<file path="src/rtl/load_store_unit_if.sv">
// load_store_unit_if: request/response and data memory signals of the load/store unit
interface load_store_unit_if #(parameter int WIDTH = 32);
    logic             req_valid;
    logic             req_ready;
    logic             req_we;
    logic [2:0]       req_funct3;
    logic [WIDTH-1:0] req_addr;
    logic [WIDTH-1:0] req_wdata;
    logic             resp_valid;
    logic [WIDTH-1:0] resp_rdata;
    logic             resp_err;
    logic             mem_we;
    logic             mem_type;
    logic [WIDTH-1:0] mem_a;
    logic [WIDTH-1:0] mem_wd;
    logic [WIDTH-1:0] mem_rd;

    modport master (
        output req_valid, req_we, req_funct3, req_addr, req_wdata, mem_rd,
        input  req_ready, resp_valid, resp_rdata, resp_err, mem_we, mem_type, mem_a, mem_wd
    );

    modport slave (
        input  req_valid, req_we, req_funct3, req_addr, req_wdata, mem_rd,
        output req_ready, resp_valid, resp_rdata, resp_err, mem_we, mem_type, mem_a, mem_wd
    );
endinterface

</file>
<file path="src/rtl/load_store_unit.sv">
// load_store_unit: sequences one RV32I load/store into byte/word data memory accesses
module load_store_unit #(
    parameter int WIDTH = 32
) (
    input logic              clk,
    input logic              rst,
    load_store_unit_if.slave bus
);
    localparam logic [1:0] IDLE = 2'd0;
    localparam logic [1:0] ACC0 = 2'd1;
    localparam logic [1:0] ACC1 = 2'd2;
    localparam logic [1:0] RESP = 2'd3;

    logic [1:0]       state;
    logic             we;
    logic [2:0]       f3;
    logic [WIDTH-1:0] addr;
    logic [WIDTH-1:0] wdata;
    logic [7:0]       dat;
    logic [WIDTH-1:0] rdata;
    logic             err;
    logic             req_illegal;
    logic             half;

    // funct3 is known legal here: bit1 selects word, bit0 halfword, bit2 unsigned
    function automatic logic [WIDTH-1:0] ext(input logic [2:0] f, input logic [WIDTH-1:0] v);
        return f[1] ? v :
               f[0] ? {{(WIDTH-16){~f[2] & v[15]}}, v[15:0]} :
                      {{(WIDTH-8){~f[2] & v[7]}}, v[7:0]};
    endfunction

    assign req_illegal = (bus.req_funct3 == 3'b011) || (bus.req_funct3[2:1] == 2'b11) ||
                         (bus.req_we && bus.req_funct3[2]);
    assign half        = f3[1:0] == 2'b01;

    assign bus.req_ready  = state == IDLE;
    assign bus.resp_valid = state == RESP;
    assign bus.resp_rdata = rdata;
    assign bus.resp_err   = err;

    // memory port is driven only during the access states, zero otherwise
    always_comb begin
        bus.mem_we   = (state == ACC0 || state == ACC1) && we;
        bus.mem_type = state == ACC1 || (state == ACC0 && f3 != 3'b010);
        bus.mem_a    = state == ACC0 ? addr : state == ACC1 ? addr + WIDTH'(1) : '0;
        bus.mem_wd   = state == ACC0 ? (f3 == 3'b010 ? wdata : {{(WIDTH-8){1'b0}}, wdata[7:0]}) :
                       state == ACC1 ? {{(WIDTH-8){1'b0}}, wdata[15:8]} : '0;
    end

    // request latch, access sequencing and response register update on entering RESP
    always_ff @(posedge clk or posedge rst) begin
        if (rst) begin
            state <= IDLE;
            we    <= 1'b0;
            f3    <= '0;
            addr  <= '0;
            wdata <= '0;
            dat   <= '0;
            rdata <= '0;
            err   <= 1'b0;
        end else begin
            case (state)
                IDLE: if (bus.req_valid) begin
                    we    <= bus.req_we;
                    f3    <= bus.req_funct3;
                    addr  <= bus.req_addr;
                    wdata <= bus.req_wdata;
                    state <= req_illegal ? RESP : ACC0;
                    if (req_illegal) begin
                        rdata <= '0;
                        err   <= 1'b1;
                    end
                end
                ACC0: begin
                    if (!we) dat <= bus.mem_rd[7:0];
                    state <= half ? ACC1 : RESP;
                    if (!half) begin
                        rdata <= we ? '0 : ext(f3, bus.mem_rd);
                        err   <= 1'b0;
                    end
                end
                ACC1: begin
                    rdata <= we ? '0 : ext(f3, {{(WIDTH-16){1'b0}}, bus.mem_rd[7:0], dat});
                    err   <= 1'b0;
                    state <= RESP;
                end
                default: state <= IDLE;
            endcase
        end
    end
endmodule
</file>
<file path="src/flat_wrapper.sv">
// flat-port wrapper written by rule: the top's interface ports become plain ports
module load_store_unit_flat 
#(
    parameter int WIDTH = 32
)
  (clk, rst, bus_req_valid, bus_req_we, bus_req_funct3, bus_req_addr, bus_req_wdata, bus_mem_rd, bus_req_ready, bus_resp_valid, bus_resp_rdata, bus_resp_err, bus_mem_we, bus_mem_type, bus_mem_a, bus_mem_wd);
  load_store_unit_if #(.WIDTH(WIDTH)) bus_i ();
  input logic clk;
  input logic rst;
  input wire logic [$bits(bus_i.req_valid)-1:0] bus_req_valid;
  input wire logic [$bits(bus_i.req_we)-1:0] bus_req_we;
  input wire logic [$bits(bus_i.req_funct3)-1:0] bus_req_funct3;
  input wire logic [$bits(bus_i.req_addr)-1:0] bus_req_addr;
  input wire logic [$bits(bus_i.req_wdata)-1:0] bus_req_wdata;
  input wire logic [$bits(bus_i.mem_rd)-1:0] bus_mem_rd;
  output wire logic [$bits(bus_i.req_ready)-1:0] bus_req_ready;
  output wire logic [$bits(bus_i.resp_valid)-1:0] bus_resp_valid;
  output wire logic [$bits(bus_i.resp_rdata)-1:0] bus_resp_rdata;
  output wire logic [$bits(bus_i.resp_err)-1:0] bus_resp_err;
  output wire logic [$bits(bus_i.mem_we)-1:0] bus_mem_we;
  output wire logic [$bits(bus_i.mem_type)-1:0] bus_mem_type;
  output wire logic [$bits(bus_i.mem_a)-1:0] bus_mem_a;
  output wire logic [$bits(bus_i.mem_wd)-1:0] bus_mem_wd;
  assign bus_i.req_valid = bus_req_valid;
  assign bus_i.req_we = bus_req_we;
  assign bus_i.req_funct3 = bus_req_funct3;
  assign bus_i.req_addr = bus_req_addr;
  assign bus_i.req_wdata = bus_req_wdata;
  assign bus_i.mem_rd = bus_mem_rd;
  assign bus_req_ready = bus_i.req_ready;
  assign bus_resp_valid = bus_i.resp_valid;
  assign bus_resp_rdata = bus_i.resp_rdata;
  assign bus_resp_err = bus_i.resp_err;
  assign bus_mem_we = bus_i.mem_we;
  assign bus_mem_type = bus_i.mem_type;
  assign bus_mem_a = bus_i.mem_a;
  assign bus_mem_wd = bus_i.mem_wd;
  load_store_unit #(.WIDTH(WIDTH)) u_core (.clk(clk), .rst(rst), .bus(bus_i));
endmodule
</file>
<file path="config.mk">
export PLATFORM = sky130hd
export DESIGN_NAME = load_store_unit_flat
export DESIGN_NICKNAME = d
export VERILOG_FILES = /design/src/rtl/load_store_unit_if.sv /design/src/rtl/load_store_unit.sv /design/src/flat_wrapper.sv
export SDC_FILE = /design/constraint.sdc
export NUM_CORES = 1
export LEC_CHECK = 0
export ABC_CLOCK_PERIOD_IN_PS = 8810
export CAP_MARGIN = 20
export CORE_ASPECT_RATIO = 1.25
export CORE_MARGIN = 2
export CORE_UTILIZATION = 40
export DETAILED_ROUTE_END_ITERATION = 10
export PLACE_DENSITY = 0.69
export SLEW_MARGIN = 10
export SYNTH_ARGS = -nofsm -noshare
export SYNTH_HDL_FRONTEND = slang
export SYNTH_SLANG_ARGS = --single-unit
export TNS_END_PERCENT = 100
</file>
<file path="constraint.sdc">
create_clock -name clk -period 8.81 [get_ports clk]
set_input_delay 2.2025 -clock clk [delete_from_list [all_inputs] [get_ports clk]]
set_output_delay 2.2025 -clock clk [all_outputs]
set_load 0.02 [all_outputs]
</file>
==> flow_summary.ini, run 1 <==
[synth]
synth_nets = 680
synth_flop_cell = dfrtp_1
syn_area_per_cell_um2 = 10.4
syn_area_um2 = 5970
ys_ff_latch = 111
synth.distinct_cells = 50
synthCells = 572
synth_edf_count = 0
synthArstFlopShare = 1.00
yosysSeqAreaShare = 0.465
yosys_warnings = 0

[hold_path]
hold_path_startpoint = u_core.dat[6]
hp-class = flop to flop
hold_depth = 2
hold_path_end = u_core.dat[6]

[routing]
drc = 0
vias_per_cell = 5.52
routedWlPerCell_um = 17.9
drt_first_pass_iters = 4
wl_mm = 16.8
postRouteAntennaNets = 0
route.vias.total = 5163
drt-initial-drc-count = 249

[layout]
seq_area_um2 = 2780
final_cell_count_no_fill = 936
multi_input_area_um2 = 3010
diodes = 0
fillCellCount = 1261
fin_nets = 861
drive_above_1_share = 0.153
post-route-cell-area_um2 = 8430
synthToLayoutAreaGrowth_pct = 41.2

[global_route]
grt_pass1_wl_mm = 26.9
grt_pass1_vias = 5326
grt_overflow_total = 0
antenna_found_initial = 0
groute.usage.overall = 0.210
grt_max_degree = 77

[cts]
clk_pin_slew_ns = 0.08
cts_tree = yes
clk_latency_ns = 0.35
cts_resized = 0
post_cts_buffers = 0
htreeDepth = 3
cts_hold_buffers = 0
clock_path_buffers = 2
cts.sinks = 111
clockRootBuffer = clkbuf_16
cts_buffers = 9

[sta]
max_freq_mhz = 184
fin_crit_ns = 5.44
relSlewSlack = 0.272
worst_pin_slew_ns = 1.08
fin_skew_ns = 0.00749
finalSetupViolCount = 0
rsz0062_at_grt = no
hold_viol = 0
drv_slew = 0
fin_crit_sh = 0.618
timing.setup.tns_ns = 0

[critical_path]
ff2ff_path_depth = 7
r2r_start = u_core.state[1]
cp-start-kind = flop
crit_required_ns = 6.61
worst-path-max-fanout = 11
cp.arrival_ns = 3.24
worstSetupPathType = flop to primary output
r2r_end = u_core.bus.resp_rdata[17]
rrSetupSlack_ns = 6.29
end_kind = primary output

[floorplanning]
die_w_um = 113
die_y_um = 141
placementRows = 49
num_io_pins = 204
start_util = 0.413
core_um2 = 14500
fp.dieArea_um2 = 15900

[placed_design]
place.gp.congestion = 0.850
hpwl_mm = 12.3
dp.cells = 920
placed_area_um2 = 8140
port_buffers = 203

[run]
max_cap_viol_count = 0

[run_status]
status = complete, no violations

[power_and_ir_drop]
cellLeakagePower_uw = 0.00332
power_density_nw_per_um2 = 358
vdd_drop_max_mv = 0.171
## registers in the layout, indices dropped and copies added (netlist names)
signal                 count
u_core.addr               32
u_core.wdata              32
u_core.dat                 8
u_core.bus.resp_err        1
u_core.state               2
u_core.we                  1
u_core.bus.resp_rdata     32
u_core.f3                  3
## power breakdown
part           total [uW]  switching, uW  internal [uW]
registers             988            236            752
logic                1620            841            780
clock network         406            204            202
## cell usage after synthesis, types with 8 or more instances
master,instances,share of area
or4_1,12,0.015
buf_1,11,0.0069
nand2b_1,22,0.023
a21boi_0,8,0.010
clkbuf_1,27,0.017
a31oi_1,16,0.017
and2_1,26,0.027
nand4_1,10,0.010
nand3_1,8,0.0067
o2bb2ai_1,24,0.035
mux2_2,76,0.14
a22o_1,9,0.013
nand2_1,57,0.036
o22a_1,8,0.012
o31ai_1,12,0.015
a21oi_1,37,0.031
o21ai_0,14,0.012
dfrtp_1,111,0.47
or3_1,8,0.0084
inv_1,8,0.0050
## critical path, cell delays in order, from the launching register on
cell             delay (ns)
dfrtp_1                0.38
inv_1                  0.09
ha_1                   0.29
nand4b_1               0.30
or3_1                  0.52
or4_1                  0.52
a21oi_1                0.18
clkdlybuf4s50_1        0.62
## cell families after synthesis
logic type                 count (synthesis)  share of synthesized area
AOI/OAI and AO/OA                        139                      0.159
xor gates and xnor gates                   5                    0.00733
adders and majority gates                  5                     0.0105
buffers and inverters                     49                     0.0314
DFF                                      111                      0.465
muxes                                     82                      0.153
and+or+nand+nor                          181                      0.173
## layout by cell type (no fill, tap or decap), types with 7 or more instances in the layout
master	Yosys	final
a22o_1	9	9
o22a_1	8	8
mux2_2	76	76
nand4_1	10	10
clkbuf_16	0	9
o21ai_0	14	14
or4_1	12	12
o2bb2ai_1	24	24
buf_4	0	8
dfrtp_1	111	111
or3_1	8	8
o31ai_1	12	12
nand3_1	8	8
clkdlybuf4s50_1	0	203
nand2b_1	22	22
a21boi_0	8	8
a21oi_1	37	37
and2_1	26	26
inv_1	8	7
nand2_1	57	56
a31oi_1	16	16
## area by class of cell
type                    count  area share
repair buffers            211       0.248
clock inverters             7     0.00861
clock buffers               9      0.0267
well taps                 178      0.0264
inverters                   8     0.00386
flip-flops and latches    111       0.329
multi-input cells         412       0.357
## worst max path at each step
| stage | from | endpoint | slack, ns | depth (start not counted) |
|---|---|---|---|---|
| 5_1_grt | u_core.f3[1] | bus_mem_wd[10] | 3.06 | 6 |
| 2_1_floorplan | rst | u_core.addr[0] | 3.68 | 1 |
| 6_report | u_core.state[1] | bus_mem_a[22] | 3.37 | 7 |
| 3_3_place_gp | u_core.f3[1] | bus_mem_wd[10] | 3.83 | 6 |
| 3_5_place_dp | u_core.f3[1] | bus_mem_wd[8] | 3.74 | 6 |
| 4_1_cts | u_core.f3[1] | bus_mem_wd[8] | 3.36 | 6 |
## layer usage
layer | track usage | wire length (um)
met2 | 0.377 | 8870
met5 | 0 | 0
met3 | 0.0520 | 1090
met1 | 0.246 | 6610
met4 | 0.0616 | 195
## per-stage QoR
| stage | hold slack, ns | power (uW) | setup WS (ns) | util |
|---|---|---|---|---|
| final | 0.480 | 3010 | 3.37 | 0.583 |
| after global routing | 0.512 | 3210 | 3.06 | 0.583 |
| after CTS | 0.487 | 3040 | 3.36 | 0.583 |
| after detailed placement | 0.467 | 2620 | 3.74 | 0.562 |
| after global placement | 0.458 | 2580 | 3.83 | 0.562 |
| after floorplan | 0.446 | 1960 | 3.68 | - |
Power figures use the tool's default switching activity.
==> run 2, diff against run 1 <==
--- a/config.mk
+++ b/config.mk
@@ -5,7 +5,7 @@
 export SDC_FILE = /design/constraint.sdc
 export NUM_CORES = 1
 export LEC_CHECK = 0
-export ABC_CLOCK_PERIOD_IN_PS = 8810
+export ABC_CLOCK_PERIOD_IN_PS = 5700
 export CAP_MARGIN = 20
 export CORE_ASPECT_RATIO = 1.25
 export CORE_MARGIN = 2
==> constraint.sdc (replaced) <==
create_clock -name clk -period 5.7 [get_ports clk]
set_input_delay 1.425 -clock clk [delete_from_list [all_inputs] [get_ports clk]]
set_output_delay 1.425 -clock clk [all_outputs]
set_load 0.02 [all_outputs]
==> run 2 against run 1 <==
Compared with the run above: clock-buffer cell count did not move; power up 55%; largest cell class unchanged; register-to-register slack worse by 3.1 ns; die area unchanged; highest routed layer unchanged; cell count increased by 0.21%; worst hold slack improved by 0.0034 ns; flip-flop and latch count unchanged.
==> flow_summary.ini, run 2 (synthesis gave the netlist of run 1 again) <==
[critical_path]
cp.arrival_ns = 3.31
crit_required_ns = 4.28
worstSetupPathType = flop to primary output
worst-path-max-fanout = 15
end_kind = primary output
cp-start-kind = flop

[sta]
worst_pin_slew_ns = 0.942
timing.setup.tns_ns = 0
drv_slew = 0
setup_ws_ns = 0.961
fin_crit_sh = 0.831
fin_crit_ns = 4.74
hold_viol = 0
rsz0062_at_grt = no
relSlewSlack = 0.371
fin_skew_ns = 0.00598
max_freq_mhz = 211
finalSetupViolCount = 0

[power_and_ir_drop]
vdd_drop_max_mv = 0.351
power_density_nw_per_um2 = 553
cellLeakagePower_uw = 0.00332

[global_route]
grt_max_degree = 50
grt_pass1_vias = 5342
groute.usage.overall = 0.216
antenna_found_initial = 0
grt_overflow_total = 0
grt_pass1_wl_mm = 27.6

[placed_design]
hpwl_mm = 12.7
port_buffers = 203
place.gp.congestion = 0.870
placed_area_um2 = 8140
place_ws_ns = 1.30

[routing]
drt_first_pass_iters = 4
drc = 0
wl_mm = 17.2
routedWlPerCell_um = 18.3
vias_per_cell = 5.51
postRouteAntennaNets = 0
drt-initial-drc-count = 336
route.vias.total = 5166

[floorplanning]
placementRows = 49
fp.dieArea_um2 = 15900
start_util = 0.413
die_y_um = 141
core_um2 = 14500
die_w_um = 113
num_io_pins = 204

[hold_path]
hp-class = flop to flop

[cts]
cts_resized = 0
clk_pin_slew_ns = 0.08
cts_tree = yes
post_cts_buffers = 0
cts_buffers = 9
cts_hold_buffers = 0
cts.sinks = 111
htreeDepth = 3
clk_latency_ns = 0.35
clock_path_buffers = 2
clockRootBuffer = clkbuf_16

[layout]
drive_above_1_share = 0.155
fin_nets = 863
diodes = 0
final_common_cell = clkdlybuf4s50_1
post-route-cell-area_um2 = 8440
layout_common_cells = clkdlybuf4s50_1 (203), dfrtp_1 (111), mux2_2 (76), nand2_1 (56), a21oi_1 (37)
synthToLayoutAreaGrowth_pct = 41.3

[run_status]
status = complete, no violations

[run]
max_cap_viol_count = 0
[run 2: changes by cell type in the layout (fill, tap and decap cells not counted)]
| cell | change |
|---|---|
| buf_4 | +2 |
| clkinv_4 | +1 |
| clkinv_8 | -1 |
| clkinvlp_4 | +1 |
| inv_6 | -1 |
[run 2: power by group]
| group | internal (uW) | switching [uW] |
|---|---|---|
| Clock | 307 | 307 |
| Combinational | 1210 | 1310 |
| Sequential | 1160 | 369 |
[run 2: routing by layer]
layer,track usage,wire length [um],vias up,share of wire
met3,0.0576,1140,18,0.067
met5,0,0,-,0
met2,0.388,8940,186,0.52
met4,0.0764,280,0,0.016
met1,0.247,6820,2505,0.40
li1,-,-,2457,-
[run 2: area by class of cell]
type	instances	area, um2
fillers	1265	6030
clock buffers	9	225
multi-input cells	412	3010
inverters	8	32.5
well taps	178	223
repair buffers	213	2110
clock inverters	7	63.8
flip-flops and latches	111	2780
[run 2: worst paths after layout]
path | from | cells past startpoint | slack (ns) | endpoint
max in group asynchronous | rst | 3 | 3.29 | u_core.addr[9]
worst max-delay path | u_core.state[1] | 7 | 0.96 | bus_mem_a[19]
worst max register to register | u_core.state[1] | 7 | 3.16 | u_core.bus.resp_rdata[1]
min in group asynchronous | rst | 2 | 1.42 | u_core.bus.resp_rdata[28]
worst min-delay path | u_core.dat[4] | 2 | 0.48 | u_core.dat[4]
worst min register to register | u_core.dat[4] | 2 | 0.48 | u_core.dat[4]
[run 2: critical path, stage by stage, from the launching register on]
cell and delay [ns]:
dfrtp_1 0.38, inv_1 0.09, ha_1 0.36, nand3b_1 0.22, or4_1 0.59, or4_1 0.53, a21oi_1 0.18, clkdlybuf4s50_1 0.63
[run 2: stage by stage]
step	hold slack, ns	power (uW)	util	std cells
2_1_floorplan	0.446	3030	-	572
3_3_place_gp	0.458	3990	0.563	921
3_5_place_dp	0.466	4050	0.563	921
4_1_cts	0.485	4690	0.583	937
5_1_grt	0.506	4980	0.583	938
6_report	0.484	4670	0.583	938
==> run 3, diff against run 2 <==
--- a/config.mk
+++ b/config.mk
@@ -5,7 +5,7 @@
 export SDC_FILE = /design/constraint.sdc
 export NUM_CORES = 1
 export LEC_CHECK = 0
-export ABC_CLOCK_PERIOD_IN_PS = 5700
+export ABC_CLOCK_PERIOD_IN_PS = 4560
 export CAP_MARGIN = 20
 export CORE_ASPECT_RATIO = 1.25
 export CORE_MARGIN = 2
==> constraint.sdc (replaced) <==
create_clock -name clk -period 4.56 [get_ports clk]
set_input_delay 1.14 -clock clk [delete_from_list [all_inputs] [get_ports clk]]
set_output_delay 1.14 -clock clk [all_outputs]
set_load 0.02 [all_outputs]
==> run 3 against run 2 <==
Compared with the run above: core utilization grew 0.41 points; worst hold slack lost 0.0037 ns; critical path depth is the same; clock skew grew 0.00087 ns; cell count grew 0.43%; design area grew 0.71%; via count grew 0.83%; sequential share of layout area shrank 0.23 points; clock-buffer cell count grew 1; sequential power grew 25%; register-to-register slack lost 1.2 ns.
==> flow_summary.ini, run 3 (synthesis gave the netlist of run 1 again) <==
[cts]
cts_buffers = 9
htreeDepth = 3
clk_latency_ns = 0.35
cts.sinks = 111
clockRootBuffer = clkbuf_16
clk_pin_slew_ns = 0.07
cts_hold_buffers = 0
clock_path_buffers = 2
cts_tree = yes

[critical_path]
rrSetupSlack_ns = 1.95
worstSetupPathType = flop to primary output
crit_start = u_core.state[1]
cp-start-kind = flop
cp_cell_sequence = inv_1, ha_1, nand4b_1, or3_1, or4_1, a21oi_1, clkdlybuf4s50_1
cp.depth = 7
end_kind = primary output
cpPeakStageDelay_ns = 0.61
crit_buf_inv = 2
endpoint = bus_mem_a[22]
slowest_stage = clkdlybuf4s50_1
cp_top_family = simple AND/OR/NAND/NOR gates
r2r_end = u_core.bus.resp_rdata[20]
ff2ff_path_depth = 8
cp.arrival_ns = 3.21
crit_required_ns = 3.42
worst-path-max-fanout = 11
r2r_start = u_core.state[1]

[floorplanning]
fp.dieArea_um2 = 15900
core_um2 = 14500
start_util = 0.413
num_io_pins = 204
placementRows = 49
die_w_um = 113
die_y_um = 141

[sta]
worst_pin_slew_ns = 0.941
fin_crit_ns = 4.35
fin_skew_ns = 0.00685
relSlewSlack = 0.371
hold_viol = 0
fin_crit_sh = 0.954
timing.setup.tns_ns = 0
max_freq_mhz = 230
drv_slew = 0
rsz0062_at_grt = no
finalSetupViolCount = 0

[global_route]
antenna_found_initial = 0
grt_pass1_wl_mm = 27.5
grt_use_met1 = 0.252
grt_pass1_vias = 5392
gr-usage-met2 = 0.387
grt_overflow_total = 0
grt_use_met3 = 0.0585
grt_max_degree = 58
grt.busiest_layer = met2
groute.usage.overall = 0.216

[hold_path]
hold_depth = 2
hp-class = flop to flop

[run_status]
status = complete, no violations

[power_and_ir_drop]
vdd_drop_max_mv = 0.418
power_frac_seq = 0.324
switchingPower_uw = 2470
power_density_nw_per_um2 = 695
swShare = 0.418
cellLeakagePower_uw = 0.00336
comb_power_share = 0.538
internal_power_uw = 3430
clock_power_share = 0.138

[placed_design]
dp.cells = 924
place.gp.congestion = 0.869
hpwl_mm = 12.7
port_buffers = 203

[routing]
vias_per_cell = 5.53
drt-initial-drc-count = 279
route.vias.total = 5209
routedWlPerCell_um = 18.2
drc = 0
postRouteAntennaNets = 0
wl_mm = 17.2
drt_first_pass_iters = 5

[layout]
final_common_cell = clkdlybuf4s50_1
final_cell_count_no_fill = 942
synthToLayoutAreaGrowth_pct = 42.3
drive_above_1_share = 0.160
fin_nets = 867
diodes = 0
layout_common_cells = clkdlybuf4s50_1 (203), dfrtp_1 (111), mux2_2 (76), nand2_1 (56), a21oi_1 (37)
fillCellCount = 1285

[run]
max_cap_viol_count = 0
[run 3: cell types whose count changed in the layout (fill, tap and decap cells not counted)]
cell,change
clkinv_2,+1
inv_6,-1
inv_8,-2
buf_12,+1
bufinv_16,+1
buf_4,+3
clkbuf_8,+1
[run 3: worst min path at each step]
stage                       start       endpoint  slack (ns)
floorplan           u_core.dat[0]  u_core.dat[0]        0.45
global placement    u_core.dat[4]  u_core.dat[4]        0.46
detailed placement  u_core.dat[2]  u_core.dat[2]        0.46
CTS                 u_core.dat[2]  u_core.dat[2]        0.48
global route        u_core.dat[2]  u_core.dat[2]        0.50
finish              u_core.dat[2]  u_core.dat[2]        0.48
[run 3: layout make-up]
| type | instances | area [um2] | share of cell area |
|---|---|---|---|
| clock inverter | 6 | 67.6 | 0.00795 |
| clock buffer | 10 | 239 | 0.0281 |
| tap | 178 | 223 | 0.0262 |
| inverter | 8 | 32.5 | 0.00383 |
| sequential | 111 | 2780 | 0.327 |
| multi-input combinational | 412 | 3010 | 0.354 |
| timing repair buffer | 217 | 2150 | 0.253 |
[run 3: what timing repair did]
| action | in CTS | in global routing |
|---|---|---|
| resized for setup | 0 | 0 |
| setup buffers | 0 | 1 |
| setup endpoints to repair | 0 | 3 |
[run 3: routing by layer]
layer / wire length, um / vias up
met3: 1190 / 17
met1: 6740 / 2541
met2: 8940 / 182
li1: - / 2469
met5: 0 / -
met4: 274 / 0
[run 3: power groups by stage]
stage / Combinational (uW) / Clock (uW) / Sequential [uW]
5_1_grt: 3420 / 881 / 1980
3_5_place_dp: 3170 / 0 / 1920
3_3_place_gp: 3120 / 0 / 1890
6_report: 3170 / 815 / 1910
4_1_cts: 3180 / 836 / 1910
2_1_floorplan: 1890 / 0 / 1890
[run 3: through the flow]
stage | total power (uW) | hold slack, ns | util | cell area, um2 | setup slack, ns
3_5_place_dp | 5090 | 0.463 | 0.565 | 8180 | 0.593
4_1_cts | 5930 | 0.483 | 0.586 | 8480 | 0.205
2_1_floorplan | 3780 | 0.446 | - | 5970 | 0.489
6_report | 5900 | 0.480 | 0.587 | 8500 | 0.210
3_3_place_gp | 5010 | 0.459 | 0.565 | 8180 | 0.670
5_1_grt | 6280 | 0.496 | 0.587 | 8500 | 0.00152
[run 3: worst min-delay path, stage by stage, from the launching register on]
cell and delay (ns):
dfrtp_1 0.34, nand2_1 0.05, nand2_1 0.05
